File: config.mk
export PLATFORM = sky130hd
export DESIGN_NAME = glcd_write_engine
export DESIGN_NICKNAME = d
export VERILOG_FILES = /design/src/rtl/glcd_write_engine.sv
export SDC_FILE = /design/constraint.sdc
export NUM_CORES = 1
export LEC_CHECK = 0
export BUFFER_PORTS_ARGS = -buffer_cell sky130_fd_sc_hd__buf_2
export CAP_MARGIN = 20
export CELL_PAD_IN_SITES_DETAIL_PLACEMENT = 1
export CELL_PAD_IN_SITES_GLOBAL_PLACEMENT = 2
export CORE_MARGIN = 10
export CORE_UTILIZATION = 34
export DETAILED_ROUTE_END_ITERATION = 10
export GPL_TIMING_DRIVEN = 0
export PLACE_DENSITY = 0.81
export SETUP_SLACK_MARGIN = 0.2
export SYNTH_ARGS = -nofsm -noshare
export SYNTH_HDL_FRONTEND = slang
export SYNTH_SLANG_ARGS = --single-unit
File: constraint.sdc
create_clock -name clk -period 4.8 [get_ports clk]
set_input_delay 0.24 -clock clk [delete_from_list [all_inputs] [get_ports clk]]
set_output_delay 0.24 -clock clk [all_outputs]
set_load 0.05 [all_outputs]
File: src/rtl/glcd_write_engine.sv
// -----------------------------------------------------------------------------
// glcd_write_engine
//
// Bus-level write engine for a dual-controller 128x64 graphic LCD (one
// controller per 64-column half, selected by cs1/cs2). After reset it pulses
// the panel reset, runs a four-command init on both halves, then accepts
// column-byte writes (page, column, data) over a valid/ready handshake. Each
// write is issued as up to three bus cycles: PAGE, COL and DATA. Every bus
// cycle holds cs1/cs2/lcd_rs/lcd_data stable for T_SU+T_EH+T_HD clocks, and
// lcd_e is high only for the middle T_EH clocks.
//
// Build option:
//   GLCD_ADDR_CACHE_EN  when defined, each half keeps a page/column cache, and
//                       PAGE/COL cycles that would not change the panel's
//                       address are skipped. When undefined, every write
//                       issues PAGE, COL and DATA.
//
// Ports:
//   clk, reset            system clock; synchronous active-high reset
//   req_valid/req_ready   write request handshake
//   req_page[2:0]         target page 0..7
//   req_col[6:0]          target column 0..127 (bit 6 selects the half)
//   req_data[7:0]         column byte
//   init_done             panel init finished (held until reset)
//   lcd_rst_n             panel reset, active-low
//   cs1, cs2              half selects
//   lcd_rs, lcd_rw, lcd_e panel control (lcd_rw is always 0)
//   lcd_data[7:0]         panel data bus
// -----------------------------------------------------------------------------
module glcd_write_engine #(
  parameter int unsigned T_SU       = 2,
  parameter int unsigned T_EH       = 4,
  parameter int unsigned T_HD       = 2,
  parameter int unsigned RST_CYCLES = 16
) (
  input  logic       clk,
  input  logic       reset,
  input  logic       req_valid,
  output logic       req_ready,
  input  logic [2:0] req_page,
  input  logic [6:0] req_col,
  input  logic [7:0] req_data,
  output logic       init_done,
  output logic       lcd_rst_n,
  output logic       cs1,
  output logic       cs2,
  output logic       lcd_rs,
  output logic       lcd_rw,
  output logic       lcd_e,
  output logic [7:0] lcd_data
);

  localparam int unsigned BUS_LEN  = T_SU + T_EH + T_HD;
  localparam logic [15:0] RST_LAST = 16'(RST_CYCLES - 1);
  localparam logic [15:0] BUS_LAST = 16'(BUS_LEN - 1);
  localparam logic [15:0] E_ON     = 16'(T_SU);
  localparam logic [15:0] E_OFF    = 16'(T_SU + T_EH);

  localparam logic [2:0] ST_RST_LO = 3'd0;
  localparam logic [2:0] ST_RST_HI = 3'd1;
  localparam logic [2:0] ST_INIT   = 3'd2;
  localparam logic [2:0] ST_IDLE   = 3'd3;
  localparam logic [2:0] ST_PAGE   = 3'd4;
  localparam logic [2:0] ST_COL    = 3'd5;
  localparam logic [2:0] ST_DATA   = 3'd6;

  logic [2:0]  state_q, state_d;
  logic [15:0] cnt_q, cnt_d;          // reset-phase length or position inside a bus cycle
  logic [1:0]  init_idx_q, init_idx_d;
  logic [2:0]  page_q, page_d;
  logic [6:0]  col_q, col_d;
  logic [7:0]  data_q, data_d;

  logic cnt_last;
  logic in_bus;
  logic need_page_req;                // decided from the incoming request at accept
  logic need_col_req;
  logic need_col_lat;                 // decided from the latched request at end of PAGE

  assign cnt_last = (cnt_q == BUS_LAST);
  assign in_bus   = (state_q == ST_INIT) || (state_q == ST_PAGE) ||
                    (state_q == ST_COL)  || (state_q == ST_DATA);

`ifdef GLCD_ADDR_CACHE_EN
  // Per-half shadow of the panel's page register and Y counter.
  logic [2:0] cpage_q [2];
  logic [5:0] ccol_q  [2];
  logic [1:0] cvalid_q;
  logic       init_end;
  logic       data_end;

  assign init_end = (state_q == ST_INIT) && cnt_last && (init_idx_q == 2'd3);
  assign data_end = (state_q == ST_DATA) && cnt_last;

  assign need_page_req = !cvalid_q[req_col[6]] || (cpage_q[req_col[6]] != req_page);
  assign need_col_req  = !cvalid_q[req_col[6]] || (ccol_q[req_col[6]]  != req_col[5:0]);
  assign need_col_lat  = !cvalid_q[col_q[6]]   || (ccol_q[col_q[6]]    != col_q[5:0]);

  always_ff @(posedge clk) begin
    if (reset) begin
      cvalid_q <= '0;
    end else if (init_end) begin
      cvalid_q <= 2'b11;
    end else if (data_end) begin
      cvalid_q[col_q[6]] <= 1'b1;
    end
  end

  // NOTE: the cache contents carry no reset; the valid bits alone decide
  // whether they are trusted, which keeps reset fan-out off the storage.
  always_ff @(posedge clk) begin
    if (init_end) begin
      cpage_q[0] <= '0;
      cpage_q[1] <= '0;
      ccol_q[0]  <= '0;
      ccol_q[1]  <= '0;
    end else if (data_end) begin
      // Panel Y auto-increments after a data write and wraps 63 -> 0.
      cpage_q[col_q[6]] <= page_q;
      ccol_q[col_q[6]]  <= col_q[5:0] + 6'd1;
    end
  end
`else
  assign need_page_req = 1'b1;
  assign need_col_req  = 1'b1;
  assign need_col_lat  = 1'b1;
`endif

  always_comb begin
    // NOTE: every variable takes a default before the case so that no path
    // leaves it unassigned, which would otherwise infer a latch.
    state_d    = state_q;
    cnt_d      = cnt_q + 16'd1;
    init_idx_d = init_idx_q;
    page_d     = page_q;
    col_d      = col_q;
    data_d     = data_q;
    case (state_q)
      ST_RST_LO: if (cnt_q == RST_LAST) begin
        state_d = ST_RST_HI;
        cnt_d   = '0;
      end
      ST_RST_HI: if (cnt_q == RST_LAST) begin
        state_d    = ST_INIT;
        cnt_d      = '0;
        init_idx_d = '0;
      end
      ST_INIT: if (cnt_last) begin
        cnt_d      = '0;
        init_idx_d = init_idx_q + 2'd1;
        if (init_idx_q == 2'd3) state_d = ST_IDLE;
      end
      ST_IDLE: begin
        cnt_d = '0;
        if (req_valid) begin
          page_d  = req_page;
          col_d   = req_col;
          data_d  = req_data;
          state_d = need_page_req ? ST_PAGE : (need_col_req ? ST_COL : ST_DATA);
        end
      end
      ST_PAGE: if (cnt_last) begin
        cnt_d   = '0;
        state_d = need_col_lat ? ST_COL : ST_DATA;
      end
      ST_COL: if (cnt_last) begin
        cnt_d   = '0;
        state_d = ST_DATA;
      end
      ST_DATA: if (cnt_last) begin
        cnt_d   = '0;
        state_d = ST_IDLE;
      end
      default: begin
        state_d = ST_RST_LO;
        cnt_d   = '0;
      end
    endcase
  end

  always_ff @(posedge clk) begin
    if (reset) begin
      // NOTE: sequential state uses non-blocking assignments so every flop
      // samples the pre-edge values, independent of statement order.
      state_q    <= ST_RST_LO;
      cnt_q      <= '0;
      init_idx_q <= '0;
      page_q     <= '0;
      col_q      <= '0;
      data_q     <= '0;
    end else begin
      state_q    <= state_d;
      cnt_q      <= cnt_d;
      init_idx_q <= init_idx_d;
      page_q     <= page_d;
      col_q      <= col_d;
      data_q     <= data_d;
    end
  end

  // Outputs decode directly from registered state, so they change only on
  // clock edges and take their reset values on the edge that samples reset.
  always_comb begin
    cs1      = 1'b0;
    cs2      = 1'b0;
    lcd_rs   = 1'b0;
    lcd_data = '0;
    case (state_q)
      ST_INIT: begin
        cs1 = 1'b1;
        cs2 = 1'b1;
        case (init_idx_q)
          2'd0:    lcd_data = 8'h3F;   // display on
          2'd1:    lcd_data = 8'hC0;   // start line 0
          2'd2:    lcd_data = 8'hB8;   // page 0
          default: lcd_data = 8'h40;   // Y 0
        endcase
      end
      ST_PAGE: begin
        cs1      = ~col_q[6];
        cs2      = col_q[6];
        lcd_data = 8'hB8 | {5'd0, page_q};
      end
      ST_COL: begin
        cs1      = ~col_q[6];
        cs2      = col_q[6];
        lcd_data = 8'h40 | {2'd0, col_q[5:0]};
      end
      ST_DATA: begin
        cs1      = ~col_q[6];
        cs2      = col_q[6];
        lcd_rs   = 1'b1;
        lcd_data = data_q;
      end
      default: ;
    endcase
  end

  assign lcd_e     = in_bus && (cnt_q >= E_ON) && (cnt_q < E_OFF);
  assign lcd_rw    = 1'b0;
  assign lcd_rst_n = (state_q != ST_RST_LO);
  assign req_ready = (state_q == ST_IDLE);
  assign init_done = (state_q == ST_IDLE) || (state_q == ST_PAGE) ||
                     (state_q == ST_COL)  || (state_q == ST_DATA);

endmodule

# ---- After elaboration in Yosys (flattened, before gate mapping)
# Index checks and enable logic that the tools add are counted.
dict set report word_totals {
  inputBits 21
  ff_bits 39
  mem_bits_rw 0
  latch_bits 0
  mem_bits_ro 0
  elab_cells 68
  out_inout_bits 16
  memories 0
}
dict set report classes {
  n_shift 0
  muxes 20
  eq_ne 19
  n_addsub 2
  multipliers 0
  reduce_logical 18
  div_mod_pow 0
  order_cmp 2
  n_bitwise 1
}
# op n
set op_table {}
lappend op_table {{$mux 16} 2}
lappend op_table {{$pmux 16 s2} 1}
lappend op_table {{$pmux 8 s4} 1}
lappend op_table {{$mux 3} 8}
lappend op_table {{$pmux 8 s3} 1}
lappend op_table {{$pmux 3 s7} 1}
lappend op_table {{$add 16x1->16 const B} 1}
lappend op_table {{$eq 16x3->1 const B} 1}
lappend op_table {{$eq 16x4->1 const B} 1}
lappend op_table {{$ge 16x2->1 const B} 1}
lappend op_table {{$lt 16x3->1 const B} 1}
lappend op_table {{$ne 2x2->1 const B} 7}
lappend op_table {{$eq 3x3->1 const B} 3}
lappend op_table {{$reduce_and 8->1} 1}
lappend op_table {{$eq 3x2->1 const B} 2}
lappend op_table {{$logic_or 1x1->1} 6}
lappend op_table {{$eq 2x2->1 const B} 2}
lappend op_table {{$mux 2} 2}
lappend op_table {{$pmux 1 s2} 2}
lappend op_table {{$pmux 2 s2} 1}
lappend op_table {{$reduce_or 4->1} 1}
lappend op_table {{$eq 3x1->1 const B} 1}
lappend op_table {{$logic_not 3->1} 1}
lappend op_table {{$reduce_and 3->1} 1}
lappend op_table {{other kinds (12)} 13}

# ---- Depth between registers and ports, before layout
dict set report logic_depth {
  ltp_word 6
  depth_mapped 9
  depth_no_buf 6
}

# ---- Worst setup path before layout
# No wires, ideal clock.
dict set report synth_path {
  path_type {register to output}
  startpoint {reg state_q[1]}
  endpoint {out lcd_e}
  t_required_ps 4560
  n_path_buf 2
  arrival_time_ps 2476
  path_stages_with_launch 5
  slack_ps 2084
  path_cell_list {dfxtp_1 -> buf_4 -> clkbuf_1 -> o21ai_0 -> nor4b_1}
}
dict set report synth_via {
  elab_chain_len 6
  elab_cells_between_ends 9
}
# element line_no
set synth_rtl {}
lappend synth_rtl {{start: declaration} 67} ;# logic [2:0] state_q, state_d;
lappend synth_rtl {{start signal: assignment} 192} ;# state_q <= state_d;
lappend synth_rtl {{$eq 3x2->1 or $eq 3x3->1 (tied branches)} 81} ;# assign in_bus = (state_q == ST_INIT) || (state_q == ST_PAGE) ||
lappend synth_rtl {{$logic_or 1x1->1 (2 in series)} 81}
lappend synth_rtl {{$logic_or 1x1->1 (*)} 82} ;# (state_q == ST_COL) || (state_q == ST_DATA);
lappend synth_rtl {{$logic_and 1x1->1 (*) (2 in series)} 239} ;# assign lcd_e = in_bus && (cnt_q >= E_ON) && (cnt_q < E_OFF);
lappend synth_rtl {{end: declaration} 49} ;# output logic lcd_e,
# Mark *: on every way between the ends. The rest lies on a longest branch, timed or not.

# ---- Worst setup path in the final report
dict set report layout_path {
  startpoint {reg state_q[2]}
  endpoint {out lcd_e}
}
# The elaborated chain is that of the path after synthesis.

==> flow_summary.yaml <==
global_route:
  grt_first_pass_wirelength_um: 9160
  antenna_found_initial: 0
  use_met3_pct: 3.48
  grt_max_degree: 13
  grt_pass1_vias: 1863
  grt_usage_pct: 11.6
  met1_usage_pct: 14.4
  gr-usage-met2_pct: 18.9
  grt_overflow: 0
  grt_busiest_layer: "met2"
sta:
  hold_violations: 0
  rsz0062_at_grt: "false"
  timing.fmax_mhz: 451
  tns_ps: 0
  slew_viol_final: 0
  skew_ps: 5.46
  fin_crit_ps: 2220
  fin_crit_sh_pct: 46.2
  slew-limit-headroom_pct: 64.5
  worstMarginPinSlew_ps: 532
  setup_viol: 0
pwr:
  sequentialPowerShare_pct: 56.7
  comb_power_share_pct: 4.9
  netSwitchingFraction_pct: 23.9
  peakVddDrop_v: 0.000105
  switchingPower_mw: 0.138
  totalPowerFinal_mw: 0.578
  p_clk_share_pct: 38.4
  p_leak_nw: 0.927
  power_density_nw_per_um2: 246
  intPower_mw: 0.440
synth:
  ys_seq_elements: 39
  yosysSeqAreaShare_pct: 39.0
  synth_top_area_cell: "dfxtp_1"
  synthFlopType: "dfxtp_1"
  synth_top_area_share_pct: 39.0
  synth_edf_count: 0
  async_flop_share_pct: 0
  synth_cells: 251
  yosysMostFrequentCell: "nand2_1"
  synth.area.top_cells: "dfxtp_1 39%, nand2_1 8.4%, a21oi_1 7.0%"
  ys_top_cells_by_count: "45 x nand2_1, 39 x dfxtp_1, 31 x nor2_1"
  postSynthAreaPerCell_um2: 7.98
  synth_warnings: 0
  synth_nets: 278
  yosysUniqueCellTypes: 41
  synth_area_um2: 2000
cts:
  cts.sinks: 39
  cts_hold_buf: 0
  clock_latency_ps: 290
  ctsHtreeMaxLevel: 2
  cts_tree: "built"
  clockBufferDepth: 2
  clk_pin_slew_ps: 80
  cts_buffers: 5
  cts_resized: 0
  cts_setup_buffers: 0
  root_buffer: "clkbuf_8"
die:
  die_y_um: 96.8
  core_area_um2: 5610
  die_w_um: 96.8
  placementRows: 27
  ios: 37
  start_util_pct: 35.7
  die-area_um2: 9360
route:
  drt-pass1-iter-count: 4
  drc: 0
  vias: 1795
  drt-total-wl_um: 5550
  dr.first_iter.drc_count: 41
  drt-wirelength-per-cell_um: 15.2
  ant_nets: 0
  avgViaCountPerCell: 4.92
worst_setup_path:
  path_max_fanout: 10
  worstSetupEndpointType: "output pin"
  crit_chain: "buf_1, o21ai_0, nor4b_1, buf_2"
  cp.required_ps: 4560
  critical-path-max-stage-delay_ps: 410
  cp-start-kind: "flip-flop"
  cp_data_arrival_time_ps: 1980
  crit_type: "reg2out"
  critPathSlowestCell: "buf_1"
cells_and_area:
  n_antenna_cell: 0
  syn_to_final_growth_pct: 17.2
  fill_cells: 728
  drive_above_1_share_pct: 20.1
  final_nets: 319
flow_run:
  max_cap_violations: 0
place:
  gp_congestion: 0.762
  portBuffers: 34
  dp_hpwl_um: 4230
run_status:
  outcome: "finished clean"
worst_hold_path:
  min_path_type: "in2reg"
cells by family after synthesis:
| logic type | Yosys count | synth area share, % |
|---|---|---|
| adders and majority gates | 6 | 3.75 |
| and+or+nand+nor | 113 | 27.2 |
| muxes | 8 | 4.18 |
| xor gates and xnor gates | 14 | 6.12 |
| other | 1 | 0.187 |
| buffers and inverters | 24 | 6.06 |
| DFF | 39 | 39.0 |
| AOI/OAI and AO/OA | 46 | 13.6 |
cell usage in the layout, fill, tap and decap left out, types with 2 or more instances in the layout:
| master | n |
|---|---|
| nand2_1 | 45 |
| dfxtp_1 | 39 |
| buf_2 | 38 |
| nor2_1 | 31 |
| a21oi_1 | 28 |
| nand3_1 | 9 |
| xnor2_1 | 8 |
| inv_1 | 7 |
| clkbuf_1 | 7 |
| xor2_1 | 6 |
| ha_1 | 6 |
| nor2b_1 | 5 |
| mux2i_1 | 5 |
| o21ai_0 | 5 |
| nor3_1 | 5 |
| clkbuf_8 | 5 |
| a22oi_1 | 4 |
| and3_1 | 4 |
| nand4_1 | 4 |
| buf_4 | 3 |
| o21bai_1 | 3 |
| nor4_4 | 2 |
| buf_6 | 2 |
| mux2_2 | 2 |
critical path: cells and delay by family (launching register included):
| family | cells | cell delay [ps] |
|---|---|---|
| buf+inv | 2 | 730 |
| flops | 1 | 380 |
| compound gates | 1 | 260 |
| simple gates | 1 | 330 |
final timing paths:
path	start	to	slack, ps	cells after the start
setup / recovery	state_q[2]	lcd_e	2580	4
hold / removal	req_data[4]	data_q[4]	180	3
setup reg to reg	cnt_q[1]	state_q[2]	2740	7
hold reg to reg	data_q[1]	data_q[1]	460	2
state kept, by name (all words and copies together) (netlist names):
register	count
cnt_q	16
col_q	7
data_q	8
init_idx_q	2
page_q	3
state_q	3
power groups by stage:
stage / registers, mW / clock network (mW) / logic (mW)
CTS: 0.328 / 0.231 / 0.0290
floorplan: 0.335 / 0 / 0.0163
finish: 0.328 / 0.222 / 0.0284
detailed placement: 0.336 / 0 / 0.0288
global placement: 0.336 / 0 / 0.0285
global route: 0.329 / 0.245 / 0.0325
metal layers:
layer  part of all wire [%]  vias up
met5                      0        -
met1                     49      845
met4                   0.99        0
met3                    3.9        4
li1                       -      918
met2                     46       28
through the flow:
step	setup slack (ps)	area, um2	hold WS [ps]	std cells	util (%)
after floorplan	2080	2000	376	251	-
after global placement	2770	2260	445	357	40.4
after detailed placement	2760	2260	449	357	40.4
after CTS	2530	2350	173	365	41.9
after global routing	2340	2350	178	365	41.9
final	2580	2350	178	365	41.9
layout make-up:
type	instances	area, um2	area share [%]
buffer	16	91.3	3.89
clock buffer	6	72.6	3.09
clock inverter	2	12.5	0.533
inverter	8	30.0	1.28
multi-input combinational	188	1100	46.9
sequential	39	781	33.2
tap	72	90.1	3.84
timing repair buffer	34	170	7.25
Power figures use the tool's default switching activity.
